<file path="config.mk">
export PLATFORM = sky130hd
export DESIGN_NAME = cmd_echo_handler_flat
export DESIGN_NICKNAME = d
export VERILOG_FILES = /design/src/rtl/cmd_echo_if.sv /design/src/rtl/cmd_echo_handler.sv /design/src/flat_wrapper.sv
export SDC_FILE = /design/constraint.sdc
export NUM_CORES = 1
export LEC_CHECK = 0
export BUFFER_PORTS_ARGS = -buffer_cell sky130_fd_sc_hd__clkbuf_2
export CAP_MARGIN = 15
export CELL_PAD_IN_SITES_DETAIL_PLACEMENT = 0
export CELL_PAD_IN_SITES_GLOBAL_PLACEMENT = 1
export CORE_UTILIZATION = 50
export DETAILED_ROUTE_END_ITERATION = 16
export GPL_TIMING_DRIVEN = 0
export HOLD_SLACK_MARGIN = 0.03
export PLACE_DENSITY = 0.83
export SLEW_MARGIN = 40
export SYNTH_ARGS = -nofsm -noshare
export SYNTH_HDL_FRONTEND = slang
export SYNTH_SLANG_ARGS = --single-unit
</file>
<file path="constraint.sdc">
create_clock -name clk -period 3.05 [get_ports clk]
set_input_delay 0.305 -clock clk [delete_from_list [all_inputs] [get_ports clk]]
set_output_delay 0.305 -clock clk [all_outputs]
set_load 0.02 [all_outputs]
</file>
<file path="src/rtl/cmd_echo_if.sv">
// Command bus and upload handshake between command_processor and a handler.
// master = command_processor / upload path, slave = handler.
interface cmd_echo_if;
  logic [7:0]  cmd_type_in;
  logic [15:0] cmd_length_in;
  logic [7:0]  cmd_data_in;
  logic [15:0] cmd_data_index_in;
  logic        cmd_start_in;
  logic        cmd_data_valid_in;
  logic        cmd_done_in;
  logic        cmd_ready_out;
  logic        upload_req_out;
  logic [7:0]  upload_data_out;
  logic [7:0]  upload_source_out;
  logic        upload_valid_out;
  logic        upload_ready_in;

  modport master (
    output cmd_type_in, cmd_length_in, cmd_data_in,
    output cmd_data_index_in, cmd_start_in,
    output cmd_data_valid_in, cmd_done_in,
    input  cmd_ready_out,
    input  upload_req_out, upload_data_out,
    input  upload_source_out, upload_valid_out,
    output upload_ready_in
  );

  modport slave (
    input  cmd_type_in, cmd_length_in, cmd_data_in,
    input  cmd_data_index_in, cmd_start_in,
    input  cmd_data_valid_in, cmd_done_in,
    output cmd_ready_out,
    output upload_req_out, upload_data_out,
    output upload_source_out, upload_valid_out,
    input  upload_ready_in
  );
endinterface

</file>
<file path="src/rtl/cmd_echo_handler.sv">
// ECHO command handler: buffers an ECHO payload and returns it on the
// upload path; also serves the zero-length RESET command.
module cmd_echo_handler #(
  parameter logic [7:0] CMD_ECHO      = 8'h30,
  parameter logic [7:0] CMD_RESET     = 8'h20,
  parameter logic [7:0] UPLOAD_SOURCE = 8'h30,
  parameter int         BUF_AW        = 6
) (
  input  logic       clk,
  input  logic       rst_n,
  cmd_echo_if.slave  bus,
  output logic       overflow_out,
  output logic [7:0] echo_count_out
);
  localparam int DEPTH = 2 ** BUF_AW;
  localparam logic [15:0] DEPTH16 = 16'(DEPTH);

  typedef enum logic [1:0] {IDLE, RECV, UPLOAD} state_t;

  state_t            state_q, state_d;
  logic [15:0]       len_q, len_d;
  logic [BUF_AW:0]   cnt_q, cnt_d;
  logic [BUF_AW:0]   ptr_q, ptr_d;
  logic [BUF_AW-1:0] ptr_nx;
  logic              req_q, req_d;
  logic              vld_q, vld_d;
  logic              rdy_q, rdy_d;
  logic              ovf_q, ovf_d;
  logic [7:0]        dat_q, dat_d;
  logic [7:0]        src_q, src_d;
  logic [7:0]        ecnt_q, ecnt_d;
  logic [7:0]        mem [DEPTH];

  logic       in_rng, wr_en, is_echo, is_rst, xfer;
  logic [7:0] first_b;

  assign in_rng  = (bus.cmd_data_index_in >> BUF_AW) == '0;
  assign wr_en   = (state_q == RECV) && !bus.cmd_start_in
                 && bus.cmd_data_valid_in && in_rng;
  assign is_echo = bus.cmd_type_in == CMD_ECHO;
  assign is_rst  = bus.cmd_type_in == CMD_RESET;
  assign xfer    = vld_q && bus.upload_ready_in;
  assign ptr_nx  = ptr_q[BUF_AW-1:0] + 1'b1;

  // byte 0 may be written on the same edge the upload starts
  assign first_b = (wr_en && bus.cmd_data_index_in[BUF_AW-1:0] == '0)
                 ? bus.cmd_data_in : mem[0];

  always_ff @(posedge clk) begin
    if (wr_en) mem[bus.cmd_data_index_in[BUF_AW-1:0]] <= bus.cmd_data_in;
  end

  always_comb begin
    state_d = state_q;
    len_d   = len_q;
    cnt_d   = cnt_q;
    ptr_d   = ptr_q;
    req_d   = req_q;
    vld_d   = vld_q;
    dat_d   = dat_q;
    src_d   = src_q;
    ovf_d   = ovf_q;
    ecnt_d  = ecnt_q;
    unique case (state_q)
      IDLE, RECV: begin
        if (bus.cmd_start_in) begin
          unique case (1'b1)
            is_rst: begin
              ovf_d   = 1'b0;
              ecnt_d  = '0;
              state_d = IDLE;
            end
            is_echo: begin
              if (bus.cmd_done_in) begin
                ecnt_d  = ecnt_q + 8'd1;
                state_d = IDLE;
              end else begin
                len_d   = bus.cmd_length_in;
                state_d = RECV;
              end
            end
            default: state_d = IDLE;
          endcase
        end else if (state_q == RECV) begin
          if (bus.cmd_data_valid_in && !in_rng) ovf_d = 1'b1;
          if (bus.cmd_done_in) begin
            ecnt_d = ecnt_q + 8'd1;
            cnt_d  = (len_q > DEPTH16) ? DEPTH16[BUF_AW:0]
                                       : len_q[BUF_AW:0];
            if (len_q == '0) begin
              state_d = IDLE;
            end else begin
              state_d = UPLOAD;
              ptr_d   = '0;
              req_d   = 1'b1;
              vld_d   = 1'b1;
              src_d   = UPLOAD_SOURCE;
              dat_d   = first_b;
            end
          end
        end
      end
      UPLOAD: begin
        if (xfer) begin
          if (ptr_q == cnt_q - 1'b1) begin
            state_d = IDLE;
            req_d   = 1'b0;
            vld_d   = 1'b0;
            src_d   = '0;
            dat_d   = '0;
          end else begin
            ptr_d = ptr_q + 1'b1;
            dat_d = mem[ptr_nx];
          end
        end
      end
      default: state_d = IDLE;
    endcase
    rdy_d = state_d != UPLOAD;
  end

  always_ff @(posedge clk or negedge rst_n) begin
    if (!rst_n) begin
      state_q <= IDLE;
      len_q   <= '0;
      cnt_q   <= '0;
      ptr_q   <= '0;
      req_q   <= 1'b0;
      vld_q   <= 1'b0;
      rdy_q   <= 1'b0;
      ovf_q   <= 1'b0;
      dat_q   <= '0;
      src_q   <= '0;
      ecnt_q  <= '0;
    end else begin
      state_q <= state_d;
      len_q   <= len_d;
      cnt_q   <= cnt_d;
      ptr_q   <= ptr_d;
      req_q   <= req_d;
      vld_q   <= vld_d;
      rdy_q   <= rdy_d;
      ovf_q   <= ovf_d;
      dat_q   <= dat_d;
      src_q   <= src_d;
      ecnt_q  <= ecnt_d;
    end
  end

  assign bus.cmd_ready_out     = rdy_q;
  assign bus.upload_req_out    = req_q;
  assign bus.upload_valid_out  = vld_q;
  assign bus.upload_data_out   = dat_q;
  assign bus.upload_source_out = src_q;
  assign overflow_out          = ovf_q;
  assign echo_count_out        = ecnt_q;
endmodule

</file>
<file path="src/flat_wrapper.sv">
// flat-port wrapper written by rule: the top's interface ports become plain ports
module cmd_echo_handler_flat 
#(
  parameter logic [7:0] CMD_ECHO      = 8'h30,
  parameter logic [7:0] CMD_RESET     = 8'h20,
  parameter logic [7:0] UPLOAD_SOURCE = 8'h30,
  parameter int         BUF_AW        = 6
)
  (clk, rst_n, overflow_out, echo_count_out, bus_cmd_type_in, bus_cmd_length_in, bus_cmd_data_in, bus_cmd_data_index_in, bus_cmd_start_in, bus_cmd_data_valid_in, bus_cmd_done_in, bus_cmd_ready_out, bus_upload_req_out, bus_upload_data_out, bus_upload_source_out, bus_upload_valid_out, bus_upload_ready_in);
  cmd_echo_if bus_i ();
  input  logic clk;
  input  logic rst_n;
  output logic overflow_out;
  output logic [7:0] echo_count_out;
  input wire logic [$bits(bus_i.cmd_type_in)-1:0] bus_cmd_type_in;
  input wire logic [$bits(bus_i.cmd_length_in)-1:0] bus_cmd_length_in;
  input wire logic [$bits(bus_i.cmd_data_in)-1:0] bus_cmd_data_in;
  input wire logic [$bits(bus_i.cmd_data_index_in)-1:0] bus_cmd_data_index_in;
  input wire logic [$bits(bus_i.cmd_start_in)-1:0] bus_cmd_start_in;
  input wire logic [$bits(bus_i.cmd_data_valid_in)-1:0] bus_cmd_data_valid_in;
  input wire logic [$bits(bus_i.cmd_done_in)-1:0] bus_cmd_done_in;
  output wire logic [$bits(bus_i.cmd_ready_out)-1:0] bus_cmd_ready_out;
  output wire logic [$bits(bus_i.upload_req_out)-1:0] bus_upload_req_out;
  output wire logic [$bits(bus_i.upload_data_out)-1:0] bus_upload_data_out;
  output wire logic [$bits(bus_i.upload_source_out)-1:0] bus_upload_source_out;
  output wire logic [$bits(bus_i.upload_valid_out)-1:0] bus_upload_valid_out;
  input wire logic [$bits(bus_i.upload_ready_in)-1:0] bus_upload_ready_in;
  assign bus_i.cmd_type_in = bus_cmd_type_in;
  assign bus_i.cmd_length_in = bus_cmd_length_in;
  assign bus_i.cmd_data_in = bus_cmd_data_in;
  assign bus_i.cmd_data_index_in = bus_cmd_data_index_in;
  assign bus_i.cmd_start_in = bus_cmd_start_in;
  assign bus_i.cmd_data_valid_in = bus_cmd_data_valid_in;
  assign bus_i.cmd_done_in = bus_cmd_done_in;
  assign bus_cmd_ready_out = bus_i.cmd_ready_out;
  assign bus_upload_req_out = bus_i.upload_req_out;
  assign bus_upload_data_out = bus_i.upload_data_out;
  assign bus_upload_source_out = bus_i.upload_source_out;
  assign bus_upload_valid_out = bus_i.upload_valid_out;
  assign bus_i.upload_ready_in = bus_upload_ready_in;
  cmd_echo_handler #(.CMD_ECHO(CMD_ECHO), .CMD_RESET(CMD_RESET), .UPLOAD_SOURCE(UPLOAD_SOURCE), .BUF_AW(BUF_AW)) u_core (.clk(clk), .rst_n(rst_n), .bus(bus_i), .overflow_out(overflow_out), .echo_count_out(echo_count_out));
endmodule
</file>
* Word-level counts from Yosys, hierarchy flattened *
Memories as Yosys holds them, arrays and structs flattened.
Index checks and enable logic that the tools add are counted.

storage, ports and cells
  word-level logic and storage cells = 105
  bits in writable memories = 512
  output and inout port bits = 28
  register bits after elaboration = 59
  memories kept = 1
  input bits = 54

operators by class
  equality and inequality tests = 15
  order comparisons = 1
  multiplexer cells = 49
  add/sub/neg operators = 4
  bitwise logic cells = 2
  reduce and logical (&&, ||, !) cells = 23

memories
  name        depth  width  read ports  clocked after Yosys merged registers in  wr ports  line                    source
  u_core.mem  64     8      2           0                                        1         cmd_echo_handler.sv:32  logic [7:0] mem [DEPTH];

operators by type and width
  kind                 count
  $mux 8               16
  $mux 7               7
  $pmux 8 s2           3
  $logic_not 16->1     2
  $eq 8x6->1 const B   2
  $gt 16x7->1 const B  1
  $mux 2               7
  $pmux 7 s2           1
  $reduce_and 7->1     2
  $mux 1               13
  $reduce_and 4->1     3
  $ne 2x2->1 const B   5
  $add 8x1->8 const B  1
  $ne 2x1->1 const B   4
  $add 7x1->7 const B  1
  $eq 7x7->1           1
  $sub 7x1->7 const B  1
  $add 6x1->6 const B  1
  $logic_and 1x1->1    6
  $logic_not 6->1      1
  $reduce_and 6->1     1
  $reduce_bool 2->1    3
  $pmux 2 s2           1
  $ne 3x1->1 const B   1
  8 further kinds      10

* Depth between registers and ports, before layout *
Gate-level depths: netlist (run 1).

  depth after elaboration = 11
  mapped depth = 10
  gate-level depth less buffers = 8

* Least setup slack after synthesis (run 1) *
Ideal clock, no wire load.

  path type = reg-to-reg
  start point = reg u_core.ptr_q[0]
  end point = reg u_core.dat_q[6], in the netlist u_core.bus.upload_data_out[6]
  required time = 2.920 ns
  library setup time = 0.130 ns
  buffers on the path = 4
  clock period less this slack = 2.399 ns
  cell stages (with the launch flop) = 11
  path slack = 0.651 ns
  arrival = 2.269 ns
  cell sequence = dfrtp_1 > ha_1 > buf_4 > buf_4 > buf_4 > clkbuf_1 > mux4_2 > o21ai_0 > nand4_1 > a22oi_1 > o22ai_1

on the way
  word-level cells in the longest chain between the ends = 5
  elaborated cells on any way between the ends = 6
  classes of those cells = add/sub (1); eq/ne (1); mux (3); memory (1)

ends and longest elaborated chain
  element                 line                     source
  from (decl)             cmd_echo_handler.sv:23   logic [BUF_AW:0] ptr_q, ptr_d;
  from (signal assigned)  cmd_echo_handler.sv:139  ptr_q <= ptr_d;
  $add 6x1->6             cmd_echo_handler.sv:43   assign ptr_nx = ptr_q[BUF_AW-1:0] + 1'b1;
  $mem_v2 64x8            n/a
  $mux 8 *                cmd_echo_handler.sv:105  if (ptr_q == cnt_q - 1'b1) begin
  $mux 8 *                cmd_echo_handler.sv:104  if (xfer) begin
  $pmux 8 s2 *            cmd_echo_handler.sv:64   unique case (state_q)
  to (signal assigned)    cmd_echo_handler.sv:144  dat_q <= dat_d;
  to (decl)               cmd_echo_handler.sv:29   logic [7:0] dat_q, dat_d;

Mark *: on every way between the ends. The rest lies on a longest branch, timed or not. The select of a mux whose other input is x is not followed.
A chain may end at the register's enable or synchronous reset.

* Worst setup path in the final report (run 1) *
  start point = reg u_core.state_q[1]
  end point = mem u_core.mem[50][7], enable pin

on the way
  word-level cells in the longest chain between the ends = 6

ends and longest elaborated chain
  element                          line                     source
  from (decl)                      cmd_echo_handler.sv:20   state_t state_q, state_d;
  from (signal assigned)           cmd_echo_handler.sv:136  state_q <= state_d;
  $eq 2x1->1                       cmd_echo_handler.sv:38   assign wr_en = (state_q == RECV) && !bus.cmd_start_in
  $logic_and 1x1->1                cmd_echo_handler.sv:38
  $logic_and 1x1->1 (2 in series)  cmd_echo_handler.sv:39   && bus.cmd_data_valid_in && in_rng;
  $mux 1                           cmd_echo_handler.sv:50   if (wr_en) mem[bus.cmd_data_index_in[BUF_AW-1:0]] <= bus.cmd_data_in;
  $mux 1 (implied by the code)     cmd_echo_handler.sv:50
  to (decl)                        cmd_echo_handler.sv:32

Every way passes these cells.

==> results.md, run 1 <==
- Placed insts: 1892
- Core Footprint: 0.0454 sq mm
- Site Rows: 78
- Final wirelength: 52300 um
- F_max: 333 MHz
- Pwr Density: 584 mW/mm^2
- Post-Synthesis Cell Area: 0.0230 sq mm
- H-tree levels: 2
- Skew-Pair Late Insertion Delay: 0.62 ns
- CP Launch Type: register
- First-pass GRT wire length: 77500 um
- CTS Root Cell: clkbuf_16
- Worst path top cell family by delay: simple AND/OR/NAND/NOR gates
- Adder-cell share of the synthesized area: 0.163%
- Clock transition at path regs: 0.06 ns
- Simple-gate portion of the synthesized area: 4.70%
- #FFs+latches synth: 563
- Filler Cell Count: 3261
- Most frequent cells in the layout: edfxtp_1, mux4_2, clkbuf_2
- Max VDD drop: 0.526 mV
- CP Data Arrival Time: 3.26 ns
- Die height: 216 um
- Final Cycle Share: 98.5%
- Crit-path slowest cell: nor2_2
- Most common flop cell mapped by yosys: edfxtp_1
- Cell area after layout: 0.0270 sq mm
- Diodes inserted: 0
- MaxCap Viol Count: 0
- CTS tree: yes
- CTS Buf Count: 57
- Mapped Cells: 1215
- Tot GR Track Use: 22.8%
- Vias/cell: 6.01
- Leakage power: 0.00869 uW
- Die extent in x: 216 um
- Die area: 0.0468 sq mm
- Worst Path Max Fanout: 8
- Clock skew: 0.0319 ns
- Layout cells sized above 1: 33.3%
- CP Buf/Inv Count: 1
- Avg Cell Area, Syn: 18.9 sq um
- Post-synthesis sequential area ratio: 72.5%
- I/O pin cnt: 82
- Port Buffers: 72
- Leading post-synthesis cells by cell area: edfxtp_1, mux4_2, dfrtp_1
- Wire per inst: 25.9 um
- Most common cell after layout, fill and taps aside: edfxtp_1
- Netlist cell types: 64
- Post-Synth XOR/XNOR Area: 0.833%
- Vias in the first global route: 12.2k
- Via count: 12.1k
- Outcome: finished clean
- Compound-gate portion of the synthesized area: 4.25%
- Largest net degree at the start of global routing: 66
- Area growth syn-to-layout: 17.4%
- Worst-margin pin slew: 0.888 ns
- EDFF count, synth: 512
- Iter 0 DRT Violations: 1399
- Gpl congestion: 0.924
- Clock sinks: 563
- Max-slew violation count: 0
- CP required: 3.31 ns
- Placed cell area: 0.0241 sq mm
- Antenna Nets Post-Route: 0
- Crit Path Class: register to register
- Drt pass-1 iters: 5
- Endpoints failing setup: 0
- Synth async-reset ratio: 9.06%
- Initial antenna violation count: 0
- DP HPWL: 32900 um
- RSZ-0062 raised after global routing: true
- HP Class: input port to register
- Non-filler instance count after layout: 2016
- Fin crit period: 3.00 ns
- Mux share of post-synthesis cell area: 15.5%
- Clock Tree Buf Depth: 3
- Drc violations: 0
- Yosys Warn Count: 0
- Rel. slew slack: 40.0%
- Nets: 1426
- Dominant combinational cell family by area after synthesis: multiplexers
- Worst path cell trace: nor4bb_2, nand4_1, buf_4, nor2_1, nand2_2, nor2_2
- Top-area cell type share of the netlist area: 66.9%
- Starting density of the core: 50.6%
- CP max stage delay: 0.54 ns
- Remaining Overflow, GRT: 0
- Worst Setup End Kind: register
- Final Hold Fails: 0
- Synth area leader: edfxtp_1
-- synth_stat cells (9+ instances only) --
cell       count
a2111oi_0      9
buf_4         24
nor2b_1       30
mux2_2        24
nor2_1        88
nand3_1       10
nand4_1       15
mux2i_1       59
a211oi_1      15
nand2_1       30
a221oi_1      17
o21ai_0       35
buf_2         22
xor2_1        12
edfxtp_1     512
dfrtp_1       51
mux4_2       120
-- worst paths after layout --
path / depth (start not counted) / slack, ns / endpoint / start
max: 6 / 0.05 / u_core.mem[50][7] / u_core.state_q[1]
min: 5 / 0.07 / u_core.overflow_out / bus_cmd_data_index_in[10]
max reg2reg: 6 / 0.05 / u_core.mem[50][7] / u_core.state_q[1]
min reg2reg: 2 / 0.50 / u_core.overflow_out / u_core.overflow_out
max in group asynchronous: 2 / 2.28 / u_core.ptr_q[6] / rst_n
min in group asynchronous: 2 / 0.32 / u_core.echo_count_out[5] / rst_n
-- layout make-up --
class | count | area, sq um | share of cell area (%)
tap | 600 | 751 | 2.78
timing repair buffer | 92 | 581 | 2.15
inverter | 8 | 30.0 | 0.111
clock inverter | 39 | 427 | 1.58
clock buffer | 67 | 1490 | 5.51
buffer | 63 | 444 | 1.65
multi-input combinational | 584 | 6610 | 24.5
sequential | 563 | 16700 | 61.7
-- state kept, by name, summed over array words and instances (netlist names) --
signal                        flops
u_core.echo_count_out             8
u_core.ptr_q                      7
u_core.cnt_q                      7
u_core.bus.cmd_ready_out          1
u_core.overflow_out               1
u_core.bus.upload_source_out      1
u_core.state_q                    2
u_core.len_q                     16
u_core.bus.upload_data_out        8
u_core.mem                      512
-- routing by layer --
metal	up-vias	GRT usage, %	wire length, um
met3	107	4.70	4310
met1	6181	31.2	20900
li1	5263	-	-
met4	0	7.23	1530
met2	561	36.9	25500
met5	-	0	0
-- cells by family (layout without fill, tap and decap cells) --
| kind of cell | count (synthesis) | after routing |
|---|---|---|
| DFF | 563 | 563 |
| xor gates and xnor gates | 21 | 21 |
| muxes | 203 | 203 |
| other | 1 | 6 |
| and+or+nand+nor | 213 | 213 |
| AOI/OAI and AO/OA | 138 | 138 |
| buffers and inverters | 73 | 269 |
| adders and majority gates | 3 | 3 |
-- report_power, final --
group | switching (uW) | internal (uW)
combinational | 198 | 61.8
clock | 2910 | 4160
sequential | 0.698 | 8420
-- per-stage QoR --
stage	hold WS, ns	TNS [ns]	total power, uW	worst slack (ns)	util (%)
floorplan	0.00941	0	8620	0.651	-
global placement	0.490	-322.13	8800	-0.877	53.1
global route	0.0878	-14.22	16200	-0.200	59.4
finish	0.0706	0	15800	0.0451	59.4
detailed placement	0.424	-352.31	8810	-0.918	53.2
CTS	0.0396	0	15800	0.00353	58.8
-- what timing repair did --
action	in CTS	in global routing
endpoints found under the hold margin	68	0
gates resized for setup	120	49
setup endpoints to repair	512	288
setup buffers	1	0
pin swaps	1	1
hold buffers	19	0
cloned	0	0
-- worst min-delay path, cell delays in order --
cell      delay, ns
clkbuf_2       0.08
nor2_1         0.04
nand3_1        0.06
a21oi_1        0.06
nor2_1         0.08
No activity file was read; power rests on OpenSTA's default activity.
==> inputs of run 2 (changes only) <==
--- a/config.mk
+++ b/config.mk
@@ -14,6 +14,7 @@
 export GPL_TIMING_DRIVEN = 0
 export HOLD_SLACK_MARGIN = 0.03
 export PLACE_DENSITY = 0.83
+export RECOVER_POWER = 25
 export SLEW_MARGIN = 40
 export SYNTH_ARGS = -nofsm -noshare
 export SYNTH_HDL_FRONTEND = slang
==> results.md, run 2 (synthesis gave the netlist of run 1 again) <==
- Outcome: finished with violations
- Failing checks: max-capacitance violations, max-slew violations
- Crit Path Class: register to register
- Endpoints failing setup: 0
- Util after Layout: 59.4%
- CTS Root Cell: clkbuf_16
- Die extent in x: 216 um
- Final Cycle Share: 99.9%
- RSZ-0062 raised after global routing: true
- Filler Cell Count: 3267
- Initial antenna violation count: 0
- Vias/cell: 6.04
- CTS tree: yes
- Worst-margin pin slew: 3.15 ns
- Cell area after layout: 0.0270 sq mm
- CP required: 3.31 ns
- Non-filler instance count after layout: 2016
- Vias in the first global route: 12.2k
- Setup TNS: 0 ns
- CP Data Arrival Time: 3.30 ns
- Largest net degree at the start of global routing: 66
- Port Buffers: 72
- I/O pin cnt: 82
- Seq pwr share: 53.5%
- Worst r2r src: u_core.state_q[1]
- Diodes inserted: 0
- Clock skew: 0.0321 ns
- Met3 Use GR: 4.70%
- Tot GR Track Use: 22.8%
- Clock share of power: 44.9%
- Pint: 12700 uW
- Clock Tree Buf Depth: 3
- Pwr Density: 585 mW/mm^2
- Starting density of the core: 50.6%
- Final Hold Fails: 0
- Max VDD drop: 0.526 mV
- CTS Buf Count: 57
- Drc violations: 0
- Core Footprint: 0.0454 sq mm
- CP Buf/Inv Count: 1
- NetSw: 3110 uW
- Placed cell area: 0.0241 sq mm
- Worst path cell trace: nor4bb_2, nand4_1, buf_4, nor2_1, nand2_2, nor2_2
- HP Class: input port to register
- Switching share of power: 19.8%
- Layout cells sized above 1: 33.0%
- F_max: 328 MHz
- Die height: 216 um
- Area growth syn-to-layout: 17.3%
- MaxCap Viol Count: 5
- Clock sinks: 563
- Register area: 0.0167 sq mm
- Largest register FFs: 512
- Nets: 1426
- Max-slew violation count: 330
- Multi-input gate area: 0.00661 sq mm
- Comb pwr share: 1.6%
- Gpl congestion: 0.924
- Crit-path slowest cell: nor2_2
- Worst Setup End Kind: register
- Fin crit period: 3.05 ns
- Rel. slew slack: -110%
- Clock transition at path regs: 0.06 ns
- First-pass GRT wire length: 77500 um
- Iter 0 DRT Violations: 1434
- Placed insts: 1892
- Beginning of the critical path: u_core.state_q[1]
- Worst path top cell family by delay: simple AND/OR/NAND/NOR gates
- Hold path start: bus_cmd_data_index_in[10]
- Site Rows: 78
- Skew-Pair Late Insertion Delay: 0.62 ns
- Worst Path Max Fanout: 8
- Most common cell after layout, fill and taps aside: edfxtp_1
- H-tree levels: 2
- Antenna Nets Post-Route: 0
- Final wirelength: 52400 um
- Drt pass-1 iters: 6
- CP max stage delay: 0.56 ns
- Wire per inst: 26.0 um
- Most frequent cells in the layout: edfxtp_1, mux4_2, clkbuf_2
- GRT met2 Usage: 36.9%
- Remaining Overflow, GRT: 0
- Worst Hold Path Cells: 5
- DP HPWL: 32900 um
- Leakage power: 0.00867 uW
- Die area: 0.0468 sq mm
- CP Launch Type: register
- Worst reg2reg path depth: 6
- Grt peak-use layer: met2
- GRT met1 Usage: 31.2%
- Via count: 12.2k
- Stages on the worst setup path: 6
run 2: layer usage:
| metal | up-vias | part of all wire [%] |
|---|---|---|
| met3 | 113 | 8.1 |
| met4 | 0 | 3.1 |
| met1 | 6216 | 40 |
| met5 | - | 0 |
| li1 | 5266 | - |
| met2 | 580 | 49 |
run 2: power groups by stage:
stage / clock [uW] / sequential (uW) / combinational (uW)
finish: 7080 / 8430 / 256
global route: 7460 / 8430 / 276
CTS: 7160 / 8420 / 257
detailed placement: 0 / 8580 / 226
global placement: 0 / 8590 / 209
floorplan: 0 / 8580 / 42.8
run 2: layout make-up:
cell class,count,share of cell area (%)
Buffer,63,1.65
Timing Repair Buffer,92,2.06
Sequential cell,563,61.8
Inverter,8,0.111
Multi-Input combinational cell,584,24.5
Clock buffer,67,5.51
Tap cell,600,2.79
Clock inverter,39,1.58
run 2: timing repair:
action,in CTS,in global routing
gates resized for setup,120,49
setup buffers,1,0
endpoints found under the hold margin,68,0
setup endpoints to repair,512,288
cloned,0,0
hold buffers,19,0
pin swaps,1,1
run 2: through the flow:
| step | hold WS (ns) | power [uW] | worst slack, ns |
|---|---|---|---|
| after global routing | 0.0878 | 16200 | -0.200 |
| final | 0.0711 | 15800 | 0.00303 |
| after CTS | 0.0396 | 15800 | 0.00353 |
| after floorplan | 0.00941 | 8620 | 0.651 |
| after global placement | 0.490 | 8800 | -0.877 |
| after detailed placement | 0.424 | 8810 | -0.918 |
run 2: worst paths after layout:
kind / to / slack, ns
min reg2reg: u_core.overflow_out / 0.50
max in group asynchronous: u_core.ptr_q[6] / 2.28
max reg2reg: u_core.mem[42][4] / 0.003
min: u_core.overflow_out / 0.07
max: u_core.mem[42][4] / 0.003
min in group asynchronous: u_core.echo_count_out[5] / 0.32
run 2: tightest hold or removal path, cell delays in order:
cell and delay, ns:
clkbuf_2 0.08, nor2_1 0.04, nand3_1 0.06, a21oi_1 0.06
nor2_1 0.08
